==> src/rtl/bcd_updown_counter.sv <==
// bcd_updown_counter -- multi-digit packed BCD up/down counter.
//
// Each edge has one command, chosen in priority order: synchronous clear,
// then parallel load, then count. With none of them asserted the count holds.
// Carry and borrow ripple through all digits within one edge. A loaded digit
// above 9 is replaced by 0 and raises load_err for one cycle. chg pulses for
// one cycle whenever the registered count actually changed value.
//
// Optional feature macro: BCD_SAT_EN
//   undefined (default): counting past terminal count wraps
//                        (all-9s up -> all-0s, all-0s down -> all-9s).
//   defined            : counting at terminal count holds, and chg stays low.
//   In both builds tc is asserted at terminal count.

module bcd_updown_counter #(
  parameter int DIGITS = 2
) (
  input  logic                clk,
  input  logic                rst_n,
  input  logic                clr,
  input  logic                load,
  input  logic [4*DIGITS-1:0] load_val,
  input  logic                en,
  input  logic                up,
  output logic [4*DIGITS-1:0] count,
  output logic                tc,
  output logic                chg,
  output logic                load_err
);

  localparam int W = 4 * DIGITS;

  logic [W-1:0] count_q, count_d;
  logic         chg_q, chg_d;
  logic         load_err_q, load_err_d;

  logic [W-1:0] load_clean;
  logic         load_bad;
  logic [W-1:0] count_inc;
  logic [W-1:0] count_dec;
  logic         all_nine;
  logic         all_zero;
  logic         sat_hold;

  // Replace every non-BCD load digit with 0 and flag that it happened
  always_comb begin
    load_clean = '0;
    load_bad   = 1'b0;
    for (int unsigned i = 0; i < DIGITS; i++) begin
      if (load_val[4*i +: 4] > 4'd9) begin
        load_bad = 1'b1;
      end else begin
        load_clean[4*i +: 4] = load_val[4*i +: 4];
      end
    end
  end

  // Increment with the carry rippling through every digit in one edge
  always_comb begin
    logic carry;
    count_inc = count_q;
    carry     = 1'b1;
    for (int unsigned i = 0; i < DIGITS; i++) begin
      if (carry) begin
        if (count_q[4*i +: 4] >= 4'd9) begin
          count_inc[4*i +: 4] = 4'd0;
        end else begin
          count_inc[4*i +: 4] = count_q[4*i +: 4] + 4'd1;
          carry               = 1'b0;
        end
      end
    end
  end

  // Decrement with the borrow rippling through every digit in one edge
  always_comb begin
    logic borrow;
    count_dec = count_q;
    borrow    = 1'b1;
    for (int unsigned i = 0; i < DIGITS; i++) begin
      if (borrow) begin
        if (count_q[4*i +: 4] == 4'd0) begin
          count_dec[4*i +: 4] = 4'd9;
        end else begin
          count_dec[4*i +: 4] = count_q[4*i +: 4] - 4'd1;
          borrow              = 1'b0;
        end
      end
    end
  end

  // Detect the two terminal patterns: all digits 9, all digits 0
  always_comb begin
    all_nine = 1'b1;
    all_zero = 1'b1;
    for (int unsigned i = 0; i < DIGITS; i++) begin
      if (count_q[4*i +: 4] != 4'd9) all_nine = 1'b0;
      if (count_q[4*i +: 4] != 4'd0) all_zero = 1'b0;
    end
  end

  // Terminal count: depends only on en, up and the current count
  always_comb begin
    tc = en & ((up & all_nine) | (~up & all_zero));
  end

`ifdef BCD_SAT_EN
  // Saturating build: counting at terminal count is suppressed
  always_comb begin
    sat_hold = tc;
  end
`else
  // Wrapping build: the ripple increment/decrement wraps by itself
  always_comb begin
    sat_hold = 1'b0;
  end
`endif

  // Next-state selection, priority clr > load > en; chg follows any change
  always_comb begin
    count_d    = count_q;
    load_err_d = 1'b0;
    if (clr) begin
      count_d = '0;
    end else if (load) begin
      count_d    = load_clean;
      load_err_d = load_bad;
    end else if (en && !sat_hold) begin
      count_d = up ? count_inc : count_dec;
    end
    chg_d = (count_d != count_q);
  end

  // State registers with asynchronous active-low reset
  always_ff @(posedge clk or negedge rst_n) begin
    if (!rst_n) begin
      count_q    <= '0;
      chg_q      <= 1'b0;
      load_err_q <= 1'b0;
    end else begin
      count_q    <= count_d;
      chg_q      <= chg_d;
      load_err_q <= load_err_d;
    end
  end

  assign count    = count_q;
  assign chg      = chg_q;
  assign load_err = load_err_q;

endmodule

==> config.mk <==
export PLATFORM = sky130hd
export DESIGN_NAME = bcd_updown_counter
export DESIGN_NICKNAME = d
export VERILOG_FILES = /design/src/rtl/bcd_updown_counter.sv
export SDC_FILE = /design/constraint.sdc
export NUM_CORES = 1
export LEC_CHECK = 0
export BUFFER_PORTS_ARGS = -buffer_cell sky130_fd_sc_hd__buf_2
export CAP_MARGIN = 20
export CORE_UTILIZATION = 60
export DETAILED_ROUTE_END_ITERATION = 8
export GPL_TIMING_DRIVEN = 1
export PLACE_DENSITY = 0.85
export SLEW_MARGIN = 15
export SYNTH_ARGS = -nofsm -noshare
export SYNTH_HDL_FRONTEND = slang
export SYNTH_SLANG_ARGS = --single-unit
==> constraint.sdc <==
create_clock -name clk -period 7.8 [get_ports clk]
set_input_delay 0.78 -clock clk [delete_from_list [all_inputs] [get_ports clk]]
set_output_delay 0.78 -clock clk [all_outputs]
set_load 0.01 [all_outputs]
# After elaboration in Yosys (flattened, before gate mapping)
# Cells that the tools add are included.
word_totals:
  ramBits: 0
  regBits: 10
  wordCells: 45
  rom_bits: 0
  latch_bits: 0
  in_bits: 14
  mem_count: 0
  output_inout_bits: 11
classes:
  n_mux: 22
  add_sub_neg: 4
  n_bitwise: 5
  order_cmp: 4
  n_div: 0
  multipliers: 0
  eq_ne: 3
  n_reduce_logical: 4
  n_shift: 0
ops:
  columns: ["cell", "count"]
  rows:
  - ["4-bit 2-to-1 mux", 8]
  - ["8-bit 2-to-1 mux", 4]
  - ["1-bit 2-to-1 mux", 10]
  - ["4-bit by 1-bit adder with 4-bit output (second input constant)", 2]
  - ["4-bit >= comparator (second input constant)", 2]
  - ["4-bit greater-than comparator (second input constant)", 2]
  - ["4-bit zero test", 2]
  - ["4-bit inequality test (second input constant)", 2]
  - ["8-bit inequality test", 1]
  - ["4-bit nonzero test", 2]
  - ["4-bit by 1-bit subtractor with 4-bit output (second input constant)", 2]
  - ["1-bit bitwise AND", 3]
  - ["1-bit NOT", 1]
  - ["1-bit bitwise OR", 1]

# Longest topological paths before layout
logic_depth:
  depth_word: 8
  ltp_mapped: 10
  depth_no_buf: 8

# Least setup slack after synthesis
# OpenSTA, ideal clock, no wires.
synth_timing:
  path_type: "register to register"
  start: "register count_q[0] (netlist: count[0])"
  end: "register chg_q (netlist: chg)"
  period_less_slack_ns: 2.624
  required_ns: 7.655
  path_stages_with_launch: 10
  slack_ns: 5.176
  path_buffers: 1
  setup_time_ns: 0.145
  t_arrival_ns: 2.479
  path_cell_list: "dfrtp_1 -> clkbuf_1 -> inv_1 -> ha_1 -> or4b_4 -> a21oi_2 -> o22ai_1 -> or4b_1 -> a2111oi_2 -> nand4_1"
synth_via:
  elab_chain_len: 8
  word_cells_on_any_way: 15
  cone_classes: "add/sub (2); order compare (1); eq/ne (1); mux (10); reduce/logical (1)"
synth_rtl:
  columns: ["element", "line_no", "source"]
  rows:
  - ["start: declaration", "33", "logic [W-1:0] count_q, count_d;"]
  - ["start signal: assignment", "141", "count_q <= count_d;"]
  - ["4-bit >= comparator / 4-bit zero test (equally long branches)", "65, 82", null]
  - ["1-bit 2-to-1 mux, on equally long branches", "65, 82", null]
  - ["4-bit 2-to-1 mux, on equally long branches", "64, 81", null]
  - ["8-bit 2-to-1 mux", "129", "count_d = up ? count_inc : count_dec;"]
  - ["8-bit 2-to-1 mux", "128", "end else if (en && !sat_hold) begin"]
  - ["8-bit 2-to-1 mux", "125", "end else if (load) begin"]
  - ["8-bit 2-to-1 mux", "123", "if (clr) begin"]
  - ["8-bit inequality test *", "131", "chg_d = (count_d != count_q);"]
  - ["net chg_d", "34", "logic chg_q, chg_d;"]
  - ["end signal: assignment", "142", "chg_q <= chg_d;"]
  - ["end: declaration", "34", null]
# The timed path passes the listed nets; every way through them passes the cells marked *.

# Worst setup path in the final report
# Same ends and word-level chain as after synthesis.

==> metrics.md <==
| Metric | Value |
|---|---|
| HPWL after detailed placement | 2770 um |
| FF-to-FF Start | count[0] |
| Drt drc | 0 |
| Top delay family on crit path | simple AND/OR/NAND/NOR gates |
| Final Hold Fails | 0 |
| Crit Path Category | reg -> reg |
| Num ports | 25 |
| DR iter-0 viols | 79 |
| Worst-Skew Late Latency | 280 ps |
| Critical path peak fanout | 12 |
| # Post-CTS Setup Buffers | 0 |
| Buffers on Ports | 24 |
| Vias in the first global route | 1,338 |
| H-tree levels | 1 |
| Share of power burned in registers | 34.8% |
| Fraction of layout cells with a size suffix above 1 | 16.5% |
| Post_cts resized | 0 |
| Top cells by area, synth | dfrtp_1, ha_1, a21oi_1 |
| Drt wl/cell | 16.6 um |
| Starting density of the core | 66.1% |
| Detailed Route WL | 3780 um |
| DRT Pass-1 Iters | 4 |
| CTS tree | built |
| Fmax | 336 MHz |
| Gate power share | 39.6% |
| Nets | 222 |
| Top-area cell type share of the netlist area | 18.5% |
| Final Max Tran Viols | 0 |
| Max Buffers Root-to-Sink | 2 |
| Final Setup Violations | 0 |
| Setup TNS | 0 ps |
| First-pass GRT wire length | 6240 um |
| Status | finished, final reports clean |
| Total grt overflow | 0 |
| Period utilisation layout | 38.2% |
| CP Data Required Time | 7940 ps |
| MaxCap Viol Count | 0 |
| Seq cells post-synth | 10 |
| Area delta synth->final | 8.99% |
| Crit-path cells | inv_1 > ha_1 > or4b_4 > a21oi_2 > o22ai_1 > or4b_1 > a2111oi_2 > nand4_1 |
| Startpoint types | flip-flop |
| CP endpoint kind | flip-flop |
| Cts bufs inserted | 3 |
| Max stage delay on crit path | 550 ps |
| Leakage Power | 0.615 nW |
| CP startpoint | count[0] |
| RSZ-0062 raised after global routing | no |
| VDD IR-drop max | 115 uV |
| Post-synth EDFFs | 0 |
| Power Density | 129 nW/um^2 |
| Chip height | 49.4 um |
| Synth Net Count | 208 |
| Post-CTS Hold Buffers | 0 |
| Cell area after synthesis | 1350 um^2 |
| Int Pwr | 0.114 mW |
| Clk pwr share | 25.6% |
| Netlist cell types | 49 |
| Initial antenna violation count | 0 |
| Worst slew pin tran | 809 ps |
| Minimum clock period | 2980 ps |
| Syn_area_per_cell | 7.22 um^2 |
| Tot GR Track Use | 32.6% |
| Antenna diode instance count | 0 |
| CP bufs+invs | 1 |
| GP Congestion | 1.00 |
| Post-route ant nets | 0 |
| Async SR Flop Fraction | 100% |
| Power Total | 0.189 mW |
| Die W | 49.4 um |
| Die Area | 2440 um^2 |
| Slowest CP cell | or4b_1 |
| Largest net degree at the start of global routing | 23 |
| Clk_skew | 3.43 ps |
| Worst Hold Class | in -> async |
| Clk slew on worst S/H paths | 70 ps |
| Ys flop type | dfrtp_1 |
| Register area share after synthesis | 18.5% |
| Row count | 16 |
| Root Buffer | clkbuf_4 |
| Routed vias/inst | 7.05 |
| Vias after detailed routing | 1,600 |
| Largest area contributor in the netlist | dfrtp_1 |
| Sw Pwr | 0.0752 mW |
| CP arrival | 3120 ps |
| Core area | 2040 um^2 |
| Worst slew margin | 45.3% |
| Sw frac | 39.7% |
| Warnings, synthesis | 0 |
| Syn Inst Count | 187 |
| Clock sink total | 10 |
-- cell families after synthesis --
family,count (synthesis),share of synthesized area (%)
AND/OR/NAND/NOR,76,32.2
AO/OA/AOI/OAI,65,32.3
buffers and inverters,26,8.16
flip-flops,10,18.5
adder cells (fa/ha/maj),7,6.49
multiplexers,3,2.32
-- power groups by stage --
| stage | combinational, mW | sequential [mW] | clock, mW |
|---|---|---|---|
| finish | 0.0750 | 0.0659 | 0.0485 |
| global route | 0.0823 | 0.0670 | 0.0501 |
| CTS | 0.0731 | 0.0656 | 0.0486 |
| floorplan | 0.0569 | 0.0615 | 0 |
| global placement | 0.0709 | 0.0660 | 0 |
| detailed placement | 0.0724 | 0.0667 | 0 |
-- layout make-up --
| class | instances | area [um^2] |
|---|---|---|
| Inverter | 11 | 41.3 |
| Sequential cell | 10 | 250 |
| Clock buffer | 4 | 36.3 |
| Multi-Input combinational cell | 151 | 990 |
| Fill cell | 171 | 571 |
| Timing Repair Buffer | 24 | 120 |
| Tap cell | 27 | 33.8 |
-- path summary, 6_finish.rpt --
check / endpoint / slack [ps] / depth (start not counted)
max in group asynchronous: count[6] / 7250 / 1
worst min-delay path: chg / 360 / 1
min in group clk: count[5] / 810 / 3
worst min register to register: count[5] / 810 / 3
worst max register to register: chg / 4820 / 8
worst max-delay path: chg / 4820 / 8
-- Yosys cell counts (5+ instances only) --
master	n
a21oi_1	16
nand2_1	15
nor2_1	13
nand3_1	5
ha_1	7
o21ai_0	11
nor3_1	5
a31oi_1	6
inv_1	11
a211oi_1	5
dfrtp_1	10
clkbuf_1	9
-- state kept, by name (all words and copies together) (netlist names) --
| name | flops |
|---|---|
| load_err | 1 |
| count | 8 |
| chg | 1 |
-- per-stage QoR --
stage               util [%]  instances  instance area (um^2)  worst slack [ps]  hold WS, ps
finish                  72.1        227                  1470              4820          355
global placement        70.3        223                  1440              4990          648
CTS                     72.1        227                  1470              4860          362
floorplan                  -        187                  1350              5180          484
global route            72.1        227                  1470              4590          375
detailed placement      70.3        223                  1440              4880          657
-- per-layer routing --
layer  vias to the layer above  track usage (%)  routed length (um)
met4                         0             11.4                 106
met2                       130             50.7                1690
met5                         -                0                   0
met3                        22             4.98                 400
met1                       716             45.6                1580
li1                        732                -                   -
-- placed cells by master (no fill, tap or decap), types with 2 or more instances in the layout --
cell	netlist	final
inv_1	11	11
o21bai_1	2	2
o211ai_1	3	3
o22ai_1	3	3
buf_2	4	24
nor4b_1	2	2
nand2b_1	3	3
and3_1	3	3
nor2b_1	4	4
o31ai_1	3	3
nor2_1	13	13
clkbuf_4	0	3
dfrtp_1	10	10
nand4_1	4	4
nor4bb_1	2	2
nor3b_1	4	4
a31oi_1	6	6
o2111ai_1	2	2
ha_1	7	7
o21ai_0	11	11
or3b_1	2	2
nand3_1	5	5
mux2i_1	2	2
and2_1	4	4
a21oi_1	16	16
nor3_1	5	5
nor4_1	4	4
nand2_1	15	15
a211oi_1	5	5
a32o_1	4	4
-- worst reg2reg max path, stage by stage, from the launching register on --
cell       delay [ps]
dfrtp_1           500
inv_1             170
ha_1              380
or4b_4            540
a21oi_2           140
o22ai_1            90
or4b_1            550
a2111oi_2         370
nand4_1           120
No activity file was read; power rests on OpenSTA's default activity.
